<file path="config.mk">
export PLATFORM = sky130hd
export DESIGN_NAME = spi_mul_master
export DESIGN_NICKNAME = d
export VERILOG_FILES = /design/src/rtl/cpu_spi_pkg.sv /design/src/rtl/spi_sclk_gen.sv /design/src/rtl/spi_mul_master.sv
export SDC_FILE = /design/constraint.sdc
export NUM_CORES = 1
export LEC_CHECK = 0
export ABC_AREA = 1
export BUFFER_PORTS_ARGS = -buffer_cell sky130_fd_sc_hd__buf_4
export CORE_AREA = 2 2 96 167
export CTS_BUF_LIST = sky130_fd_sc_hd__clkbuf_8 sky130_fd_sc_hd__clkbuf_16
export DETAILED_ROUTE_END_ITERATION = 6
export DIE_AREA = 0 0 98 169
export PLACE_DENSITY_LB_ADDON = 0.1
export SLEW_MARGIN = 20
export SYNTH_ARGS = -nofsm -noshare
export SYNTH_HDL_FRONTEND = slang
export SYNTH_HIERARCHICAL = 1
export SYNTH_SLANG_ARGS = --single-unit
</file>
<file path="constraint.sdc">
create_clock -name clock_i -period 2.9 [get_ports clock_i]
set_clock_uncertainty 0.1 [all_clocks]
set_input_delay 0.145 -clock clock_i [delete_from_list [all_inputs] [get_ports clock_i]]
set_output_delay 0.145 -clock clock_i [all_outputs]
set_load 0.02 [all_outputs]
</file>
<file path="src/rtl/cpu_spi_pkg.sv">
// rtl/cpu_spi_pkg.sv - shared widths, opcodes and FSM state type for the SPI multiplier master
package cpu_spi_pkg;

  localparam int OP_W          = 4;
  localparam int DATA_W        = 32;
  localparam int FRAME_TX_BITS = 68;

  localparam logic [OP_W-1:0] OP_MUL = 4'b1001;

  typedef enum logic [2:0] {
    ST_IDLE,
    ST_LOAD,
    ST_TX,
    ST_TURN,
    ST_RX,
    ST_GAP
  } spi_master_state_t;

endpackage

</file>
<file path="src/rtl/spi_sclk_gen.sv">
// rtl/spi_sclk_gen.sv - SCLK generator: CLK_DIV clocks per half-period, ticks one cycle before each edge
module spi_sclk_gen #(
  parameter int unsigned CLK_DIV = 4
) (
  input  logic clock_i,
  input  logic reset_ni,
  input  logic en_i,
  output logic sclk_o,
  output logic rise_tick_o,
  output logic fall_tick_o
);

  logic [15:0] cnt_q;
  logic        sclk_q;
  logic        last_d;

  assign last_d      = en_i && (cnt_q == 16'(CLK_DIV - 1));
  assign rise_tick_o = last_d && !sclk_q;
  assign fall_tick_o = last_d && sclk_q;
  assign sclk_o      = sclk_q;

  // Dropping enable parks SCLK low and restarts the half-period count.
  always_ff @(posedge clock_i or negedge reset_ni) begin
    if (!reset_ni) begin
      cnt_q  <= '0;
      sclk_q <= 1'b0;
    end else if (!en_i) begin
      cnt_q  <= '0;
      sclk_q <= 1'b0;
    end else if (last_d) begin
      cnt_q  <= '0;
      sclk_q <= ~sclk_q;
    end else begin
      cnt_q <= cnt_q + 16'd1;
    end
  end

endmodule

</file>
<file path="src/rtl/spi_mul_master.sv">
// rtl/spi_mul_master.sv - SPI master sending {opcode,A,B} and receiving a 32-bit product
// Optional abort port pair enabled by SPI_MUL_MASTER_ABORT_EN.
module spi_mul_master
  import cpu_spi_pkg::*;
#(
  parameter int unsigned CLK_DIV  = 4,
  parameter int unsigned TURN_CYC = 4,
  parameter int unsigned NSS_GAP  = 2
) (
  input  logic              clock_i,
  input  logic              reset_ni,
  input  logic              start_i,
  input  logic [OP_W-1:0]   opcode_i,
  input  logic [DATA_W-1:0] operand_a_i,
  input  logic [DATA_W-1:0] operand_b_i,
  output logic              ready_o,
  output logic [DATA_W-1:0] result_o,
  output logic              result_valid_o,
  output logic              sclk_o,
  output logic              mosi_o,
  output logic              nss_o,
  input  logic              miso_i
`ifdef SPI_MUL_MASTER_ABORT_EN
  ,
  input  logic              abort_i,
  output logic              aborted_o
`endif
);

  spi_master_state_t        state_q;
  logic [FRAME_TX_BITS-1:0] tx_q;
  logic [DATA_W-1:0]        rx_q;
  logic [DATA_W-1:0]        result_q;
  logic [6:0]               bit_cnt_q;
  logic [15:0]              cyc_q;
  logic                     nss_q;
  logic                     mosi_q;
  logic                     ready_q;
  logic                     valid_q;
  logic                     abort_d;
  logic                     sclk_en_d;
  logic                     rise_tick;
  logic                     fall_tick;

`ifdef SPI_MUL_MASTER_ABORT_EN
  logic aborted_q;
  assign abort_d   = abort_i && (state_q != ST_IDLE);
  assign aborted_o = aborted_q;
`else
  assign abort_d = 1'b0;
`endif

  // Abort must also kill SCLK on the very next edge, so it gates the enable directly.
  assign sclk_en_d = ((state_q == ST_TX) || (state_q == ST_RX)) && !abort_d;

  spi_sclk_gen #(
    .CLK_DIV(CLK_DIV)
  ) u_sclk_gen (
    .clock_i    (clock_i),
    .reset_ni   (reset_ni),
    .en_i       (sclk_en_d),
    .sclk_o     (sclk_o),
    .rise_tick_o(rise_tick),
    .fall_tick_o(fall_tick)
  );

  always_ff @(posedge clock_i or negedge reset_ni) begin
    if (!reset_ni) begin
      state_q   <= ST_IDLE;
      tx_q      <= '0;
      rx_q      <= '0;
      result_q  <= '0;
      bit_cnt_q <= '0;
      cyc_q     <= '0;
      nss_q     <= 1'b1;
      mosi_q    <= 1'b0;
      ready_q   <= 1'b1;
      valid_q   <= 1'b0;
`ifdef SPI_MUL_MASTER_ABORT_EN
      aborted_q <= 1'b0;
`endif
    end else begin
      valid_q <= 1'b0;
`ifdef SPI_MUL_MASTER_ABORT_EN
      aborted_q <= 1'b0;
`endif
      if (abort_d) begin
        state_q   <= ST_GAP;
        nss_q     <= 1'b1;
        mosi_q    <= 1'b0;
        cyc_q     <= '0;
        bit_cnt_q <= '0;
`ifdef SPI_MUL_MASTER_ABORT_EN
        aborted_q <= 1'b1;
`endif
      end else begin
        case (state_q)
          ST_IDLE: begin
            if (start_i) begin
              tx_q    <= {opcode_i, operand_a_i, operand_b_i};
              ready_q <= 1'b0;
              state_q <= ST_LOAD;
            end
          end
          ST_LOAD: begin
            nss_q     <= 1'b0;
            bit_cnt_q <= '0;
            mosi_q    <= tx_q[FRAME_TX_BITS-1];
            tx_q      <= {tx_q[FRAME_TX_BITS-2:0], 1'b0};
            state_q   <= ST_TX;
          end
          ST_TX: begin
            if (rise_tick) begin
              bit_cnt_q <= bit_cnt_q + 7'd1;
            end
            // MOSI only moves on the falling edge; the fall after the last rise ends the phase.
            if (fall_tick) begin
              if (bit_cnt_q == 7'(FRAME_TX_BITS)) begin
                mosi_q    <= 1'b0;
                bit_cnt_q <= '0;
                cyc_q     <= '0;
                state_q   <= ST_TURN;
              end else begin
                mosi_q <= tx_q[FRAME_TX_BITS-1];
                tx_q   <= {tx_q[FRAME_TX_BITS-2:0], 1'b0};
              end
            end
          end
          ST_TURN: begin
            if (cyc_q == 16'(TURN_CYC - 1)) begin
              state_q <= ST_RX;
            end else begin
              cyc_q <= cyc_q + 16'd1;
            end
          end
          ST_RX: begin
            if (rise_tick) begin
              rx_q      <= {rx_q[DATA_W-2:0], miso_i};
              bit_cnt_q <= bit_cnt_q + 7'd1;
            end
            if (fall_tick && (bit_cnt_q == 7'(DATA_W))) begin
              result_q  <= rx_q;
              valid_q   <= 1'b1;
              nss_q     <= 1'b1;
              bit_cnt_q <= '0;
              cyc_q     <= '0;
              state_q   <= ST_GAP;
            end
          end
          ST_GAP: begin
            if (cyc_q == 16'(NSS_GAP - 1)) begin
              ready_q <= 1'b1;
              state_q <= ST_IDLE;
            end else begin
              cyc_q <= cyc_q + 16'd1;
            end
          end
          default: begin
            state_q <= ST_IDLE;
          end
        endcase
      end
    end
  end

  assign ready_o        = ready_q;
  assign result_o       = result_q;
  assign result_valid_o = valid_q;
  assign mosi_o         = mosi_q;
  assign nss_o          = nss_q;

endmodule
</file>
==> metrics.txt, run 1 <==
status completed; Post-Layout Cell Count 1,532; Layout fillers around 1,200; data arrival time of the critical path between 2000 and 3000 ps; Synth Flop Type sky130_fd_sc_hd__dfrtp_1; cells on worst reg2reg path 11; top-area cell type share of the netlist area 0.5105; number of top-level pins between 100 and 150; GP Congestion 0.9069; Net count, final 1,410; antenna violations before repair 0; DIE WIDTH approximately 98 microns; worst hold-check path type input port to flop; largest voltage drop on the vdd net ~0.84 mV; dominant cells by area after synthesis sky130_fd_sc_hd__dfrtp_1 (51%), sky130_fd_sc_hd__nand2_1 (26%), sky130_fd_sc_hd__o21ai_0 (4.1%); pin count of the biggest net entering global routing 71; sequential share of the synthesized area 0.5166; part of the total power dissipated in the clock network 0.266; cell count after synthesis around 1,200; antenna diode instance count 0; via count of the first global-routing pass between 7,000 and 8,000; Post-Syn Nets roughly 1,200; cell breakdown of the critical path ha_1 > nand3_1 > nor2_1 > nand3_1 > nor2_1 > nor2_1 > nor3_2 > nand2_2 > buf_4 > nand2_1 > nand2_1; Tcrit/Tclk final 0.8634; part of the total power dissipated in sequential elements 0.376; worst setup path class flop to flop; Logic pwr share 0.358; fraction of power spent switching nets 0.4069; Distinct cells, synth 28; Max Fanout on Critical Path 67; Worst Hold Launch start_i; placed cell count ~1,400; number of enable-type register cells in the synthesized netlist 0; H-Tree Level Count 4; library cell with the largest summed area after synthesis sky130_fd_sc_hd__dfrtp_1; Std-Cell Core Area about 15,000 sq um; internal power 0.005238 W; number of warnings printed during yosys synthesis 6; critical path data required time approximately 3100 ps; Met1 Wirelength ~8500 microns; per-instance average area after synthesis 7.422 sq um; net switching power of the design approximately 0.0036 W; WL per Instance about 13 microns; number of pins exceeding their max-slew limit in the final report 0; sum of routed wire length over all layers 20,450 microns; Setup Viol. Count Final 0; setup TNS after final layout 0 ps; number of clock sinks 179; die height roughly 170 microns; async set-or-reset flop fraction in the synthesized netlist 1.000; number of antenna-violating nets in the routed design 0; Hold Crit Depth 4; Initial Util 0.5693; met2 routed WL 10,870 microns; final hold violation count 0; Max Cap Viol 0; initial detailed-routing violation count 552; die outline area 16,560 sq um; Slew @ Worst Pin roughly 700 ps; cell area after synthesis 8676 sq um; cell at the slowest stage of the critical path sky130_fd_sc_hd__dfrtp_1; wire length of the first global-routing pass roughly 35,000 microns; leakage power roughly 5.7 nW; pwr/cell area 806.8 nW/um^2; Met3 Routed Length between 600 and 700 microns; input/output buffers ~110; global routing usage summed across all routing layers 0.2571; highest signal layer in the routed design met4; fraction of layout cells with a size suffix above 1 0.1360; slack of the worst reg-to-reg path slightly below 400 ps; maximum operating frequency 399.4 MHz; clock transition at the registers of the reported paths around 80 ps; overall via count from detail_route a little under 8,000; number of storage elements in the synthesis netlist around 180; most used cell, CP sky130_fd_sc_hd__nor2_1; highest cell delay on the worst timing path around 400 ps; min cycle time layout 2504 ps; RSZ-0062 raised after global routing no; DRT Pass-1 Iters 5; max-slew headroom at the worst pin 0.5283; CP endpoint kind flop; CP Launch Type flop; hold path endpoint ready_o; destination of the worst register-to-register timing path tx_q[22]; CTS tree yes; maximum buffer depth of the clock tree 2; critical register-to-register path startpoint u_sclk_gen/cnt_q[1]; detailed placement HPWL ~13,000 microns; cell at the root of the clock tree sky130_fd_sc_hd__clkbuf_16; total congestion overflow 0; post-synthesis to final-layout area growth 26.16%; vias per cell 5.100; Clk Latency, worst-skew pair 430 ps; site row count 60; detailed-route DRC error count 0; total clock buffers created by CTS 17
## worst max-delay path, delay by kind of cell, from the launching register on
kind          cells  cell delay, ps
simple gates      9            1260
flops             1             410
buf+inv           1             340
fa+ha+maj         1             250
## through the flow
| step | utilization | power (W) | area [sq um] | hold slack (ps) | worst slack (ps) |
|---|---|---|---|---|---|
| after detailed placement | 0.6312 | 0.006394 | 9619 | 84.00 | 377.4 |
| after global routing | 0.7182 | 0.009511 | 10950 | 120.5 | 106.4 |
| after floorplan | - | 0.005697 | 8676 | -250.6 | 690.2 |
| final | 0.7182 | 0.008831 | 10950 | 66.31 | 396.0 |
| after global placement | 0.6312 | 0.006330 | 9619 | 81.86 | 485.2 |
| after CTS | 0.7181 | 0.008851 | 10940 | 49.23 | 343.0 |
## registers in the layout, summed over array words and instances (netlist names), 3 cells and up
name,flops
result_o,32
bit_cnt_q,7
tx_q,68
state_q,3
u_sclk_gen/cnt_q,16
cyc_q,16
rx_q,32
## kinds of logic after synthesis
family | synth area share
xor gates and xnor gates | 0.01211
buffers and inverters | 0.06360
adders and majority gates | 0.007211
AOI/OAI and AO/OA | 0.05105
and+or+nand+nor | 0.3494
DFF | 0.5166
## worst max path at each step
| stage | startpoint | endpoint | depth (start not counted) | slack [ps] |
|---|---|---|---|---|
| finish | u_sclk_gen/cnt_q[1] | tx_q[22] | 11 | 400 |
| floorplan | state_q[1] | cyc_q[9] | 15 | 690 |
| CTS | u_sclk_gen/cnt_q[0] | result_o[30] | 12 | 340 |
| detailed placement | u_sclk_gen/cnt_q[0] | result_o[8] | 12 | 380 |
| global placement | state_q[1] | result_o[7] | 14 | 490 |
| global route | u_sclk_gen/cnt_q[1] | tx_q[22] | 11 | 110 |
## what timing repair did
action / CTS / global route
hold endpoints to repair: 132 / 0
buffers inserted: 0 / 0
gates resized for setup: 0 / 2
hold buffers: 70 / 0
endpoints found under the setup margin: 0 / 5
## per-layer routing
metal,vias to the layer above,global-route usage
li1,3915,-
met1,3692,0.3161
met2,161,0.4512
met3,45,0.04583
met4,0,0.09360
met5,-,0
## cells in the final DEF (no fill, tap or decap)
cell	n
sky130_fd_sc_hd__dfstp_2	2
sky130_fd_sc_hd__inv_1	81
sky130_fd_sc_hd__nor3_1	4
sky130_fd_sc_hd__clkinvlp_4	1
sky130_fd_sc_hd__nand2_1	592
sky130_fd_sc_hd__o21ai_0	71
sky130_fd_sc_hd__dlygate4sd3_1	70
sky130_fd_sc_hd__nand4_1	15
sky130_fd_sc_hd__xor2_1	10
sky130_fd_sc_hd__nand3_1	46
sky130_fd_sc_hd__inv_6	2
sky130_fd_sc_hd__clkinv_8	6
sky130_fd_sc_hd__inv_8	3
sky130_fd_sc_hd__buf_4	114
sky130_fd_sc_hd__o21bai_1	3
sky130_fd_sc_hd__nand3_2	1
sky130_fd_sc_hd__nor2_4	5
sky130_fd_sc_hd__xnor2_1	2
sky130_fd_sc_hd__a21oi_1	5
sky130_fd_sc_hd__buf_12	3
sky130_fd_sc_hd__ha_1	5
sky130_fd_sc_hd__o22ai_1	4
sky130_fd_sc_hd__clkinv_4	1
sky130_fd_sc_hd__dfrtp_1	177
sky130_fd_sc_hd__nor2_2	3
sky130_fd_sc_hd__buf_6	1
sky130_fd_sc_hd__nand2_2	9
sky130_fd_sc_hd__o21ai_1	3
sky130_fd_sc_hd__nor2_1	75
sky130_fd_sc_hd__nor3_2	2
sky130_fd_sc_hd__inv_12	2
sky130_fd_sc_hd__clkbuf_16	17
sky130_fd_sc_hd__inv_2	5
sky130_fd_sc_hd__inv_4	2
sky130_fd_sc_hd__or2_2	4
## final cells by class
cell class / count / area [sq um] / area share
clock buffer: 17 / 425.4 / 0.03887
clock inverter: 15 / 197.7 / 0.01806
inverter: 88 / 335.3 / 0.03064
multi-input combinational: 859 / 3645 / 0.3330
sequential: 179 / 4482 / 0.4095
tap: 186 / 232.7 / 0.02126
timing repair buffer: 188 / 1628 / 0.1487
## cells in the mapped netlist (7+ instances only)
library cell	instances
sky130_fd_sc_hd__nor2_1	75
sky130_fd_sc_hd__xor2_1	10
sky130_fd_sc_hd__o21ai_0	71
sky130_fd_sc_hd__clkbuf_1	21
sky130_fd_sc_hd__nand3_1	46
sky130_fd_sc_hd__buf_2	13
sky130_fd_sc_hd__buf_4	7
sky130_fd_sc_hd__nand2_2	8
sky130_fd_sc_hd__nand4_1	15
sky130_fd_sc_hd__nand2_1	593
sky130_fd_sc_hd__dfrtp_1	177
sky130_fd_sc_hd__inv_1	81
## power by group through the flow
stage	clock network, W	logic, W	registers, W
final	0.00235	0.00316	0.00332
after global routing	0.00250	0.00363	0.00338
after global placement	0	0.00299	0.00334
after detailed placement	0	0.00305	0.00335
after CTS	0.00240	0.00313	0.00332
after floorplan	0	0.00240	0.00330
Power figures use the tool's default switching activity.
==> run 2: changes to the inputs <==
--- a/config.mk
+++ b/config.mk
@@ -12,6 +12,7 @@
 export DETAILED_ROUTE_END_ITERATION = 6
 export DIE_AREA = 0 0 98 169
 export PLACE_DENSITY_LB_ADDON = 0.1
+export RECOVER_POWER = 50
 export SLEW_MARGIN = 20
 export SYNTH_ARGS = -nofsm -noshare
 export SYNTH_HDL_FRONTEND = slang
==> metrics.txt, run 2 (synthesis gave the netlist of run 1 again) <==
CP Launch Type flop; number of top-level pins 109 (unchanged); clock transition at the registers of the reported paths 80 ps (about the same); detailed-route DRC error count 0 (unchanged); register bank with the most flops tx_q; setup TNS after final layout 0 ps (unchanged); DIE WIDTH 98 microns (unchanged); final hold violation count 0 (unchanged); sequential cell area in the final layout 4482 sq um (unchanged); total clock buffers created by CTS 17 (unchanged); Tcrit/Tclk final 0.8709 (+0.007501); number of pins exceeding their max-slew limit in the final report 66 (+66); worst slack on hold paths 66.15 ps (-0.1545 ps); overall via count from detail_route 7,857 (+0.56%); Max Cap Viol 1 (+1); die height 169 microns (unchanged); site row count 60 (unchanged); Layout fillers 1,255 (+3.3%); total congestion overflow 0 (unchanged); H-Tree Level Count 4 (unchanged); post-synthesis to final-layout area growth 24.47%; largest voltage drop on the vdd net 0.8413 mV (+0.14%); CTS tree yes; die outline area 16,560 sq um (unchanged); cell breakdown of the critical path ha_1 > nand3_1 > nor2_1 > nand3_1 > nor2_1 > nor2_1 > nor3_2 > nand2_2 > buf_4 > nand2_1 > nand2_1; Slew @ Worst Pin 1719 ps (+1012 ps); area occupied by multi-input gates 3645 sq um (unchanged); most frequent cells in the layout sky130_fd_sc_hd__nand2_1 (592), sky130_fd_sc_hd__dfrtp_1 (177), sky130_fd_sc_hd__inv_1 (81); Setup Viol. Count Final 0 (unchanged); Clk Latency, worst-skew pair 430 ps (about the same); DRT Pass-1 Iters 4 (-1); antenna diode instance count 0 (unchanged); violated checks max-capacitance violations, max-slew violations; Max Fanout on Critical Path 67 (unchanged); initial detailed-routing violation count 558 (+1.1%); cell at the root of the clock tree sky130_fd_sc_hd__clkbuf_16; Net count, final 1,410 (unchanged); input/output buffers 108 (unchanged); status complete, but fails checks; cell family with most CP delay simple AND/OR/NAND/NOR gates; critical path data required time 3120 ps (about the same); global routing usage summed across all routing layers 0.2571 (unchanged); wire length of the first global-routing pass 35,200 microns (unchanged); number of clock sinks 179 (unchanged); most frequent standard cell in the layout excluding fill and tap cells sky130_fd_sc_hd__nand2_1; flip-flop count of the largest register, all copies and words added 68 (unchanged); worst setup path class flop to flop; pin count of the biggest net entering global routing 71 (unchanged); slack of the worst reg-to-reg path 370 ps (-20 ps); Initial Util 0.5693 (unchanged); sum of routed wire length over all layers 20,500 microns (+0.22%); worst hold-check path type input port to flop; highest cell delay on the worst timing path 420 ps (about the same); Std-Cell Core Area 15,240 sq um (unchanged); RSZ-0062 raised after global routing no; cell at the slowest stage of the critical path sky130_fd_sc_hd__dfrtp_1; number of antenna-violating nets in the routed design 0 (unchanged); fraction of layout cells with a size suffix above 1 0.1085 (-0.02749); WP buf/inv 1 (unchanged); data arrival time of the critical path 2750 ps (+30 ps); pwr/cell area 817.2 nW/um^2 (+1.3%); most used cell, CP sky130_fd_sc_hd__nor2_1; WL per Instance 13.38 microns (+0.22%); detailed placement HPWL 12,570 microns (unchanged); min cycle time layout 2526 ps (+21.75 ps); CP endpoint kind flop; via count of the first global-routing pass 7,763 (unchanged); max-slew headroom at the worst pin -0.1463 (-0.6746); vias per cell 5.129 (+0.56%); antenna violations before repair 0 (unchanged); GP Congestion 0.9069 (unchanged); core occupancy in the finished layout 0.7086 (-0.009606); maximum operating frequency 395.9 MHz (-0.86%); maximum buffer depth of the clock tree 2 (unchanged); leakage power 5.529 nW (-2.8%)
run 2: cell count changes in the layout (fill, tap and decap cells not counted):
cell	delta
sky130_fd_sc_hd__dfstp_1	+1
sky130_fd_sc_hd__clkbuf_1	+36
sky130_fd_sc_hd__buf_4	-38
sky130_fd_sc_hd__clkbuf_2	+3
sky130_fd_sc_hd__dfstp_2	-1
sky130_fd_sc_hd__buf_6	-1
run 2: path summary, 6_finish.rpt:
kind / startpoint / endpoint / cells past startpoint
setup / recovery: u_sclk_gen/cnt_q[0] / tx_q[22] / 11
hold / removal: start_i / ready_o / 4
setup reg to reg: u_sclk_gen/cnt_q[0] / tx_q[22] / 11
hold reg to reg: tx_q[47] / tx_q[47] / 2
max in group asynchronous: reset_ni / rx_q[24] / 3
min in group asynchronous: reset_ni / u_sclk_gen/cnt_q[14] / 2
run 2: worst reg2reg max path, stage by stage, from the launching register on:
cell	delay (ps)
sky130_fd_sc_hd__dfrtp_1	420
sky130_fd_sc_hd__ha_1	260
sky130_fd_sc_hd__nand3_1	110
sky130_fd_sc_hd__nor2_1	180
sky130_fd_sc_hd__nand3_1	100
sky130_fd_sc_hd__nor2_1	220
sky130_fd_sc_hd__nor2_1	130
sky130_fd_sc_hd__nor3_2	220
sky130_fd_sc_hd__nand2_2	90
sky130_fd_sc_hd__buf_4	340
sky130_fd_sc_hd__nand2_1	210
sky130_fd_sc_hd__nand2_1	70
run 2: layer usage:
| layer | up-vias | global-route usage | routed length, microns |
|---|---|---|---|
| met3 | 48 | 0.04583 | 689 |
| met5 | - | 0 | 0 |
| met1 | 3715 | 0.3161 | 8460 |
| li1 | 3916 | - | - |
| met4 | 0 | 0.09360 | 542 |
| met2 | 178 | 0.4512 | 10810 |
run 2: repair_timing:
item,CTS,global route
hold endpoints to repair,132,0
gates resized for setup,0,2
hold buffers,70,0
setup buffers,0,0
endpoints found under the setup margin,0,5
run 2: cell type report:
| type | instances | share of cell area |
|---|---|---|
| multi-input cells | 859 | 0.3375 |
| well taps | 186 | 0.02155 |
| inverters | 88 | 0.03105 |
| clock buffers | 17 | 0.03939 |
| clock inverters | 15 | 0.01831 |
| flip-flops and latches | 179 | 0.4150 |
| repair buffers | 188 | 0.1372 |
run 2: stage by stage:
stage                     cell area (sq um)  power (W)  cells  setup slack, ps
final                                 10800   0.008825   1532            374.3
after global routing                  10800   0.009502   1532            83.04
after CTS                             10940   0.008851   1532            343.0
after detailed placement               9619   0.006394   1430            377.4
after global placement                 9619   0.006330   1430            485.2
after floorplan                        8676   0.005697   1169            690.2
run 2: where the power goes:
group          leakage, nW  switching, W  internal, W
clock                0.297       0.00116      0.00119
sequential            2.38      0.000293      0.00303
combinational         2.85       0.00214      0.00101
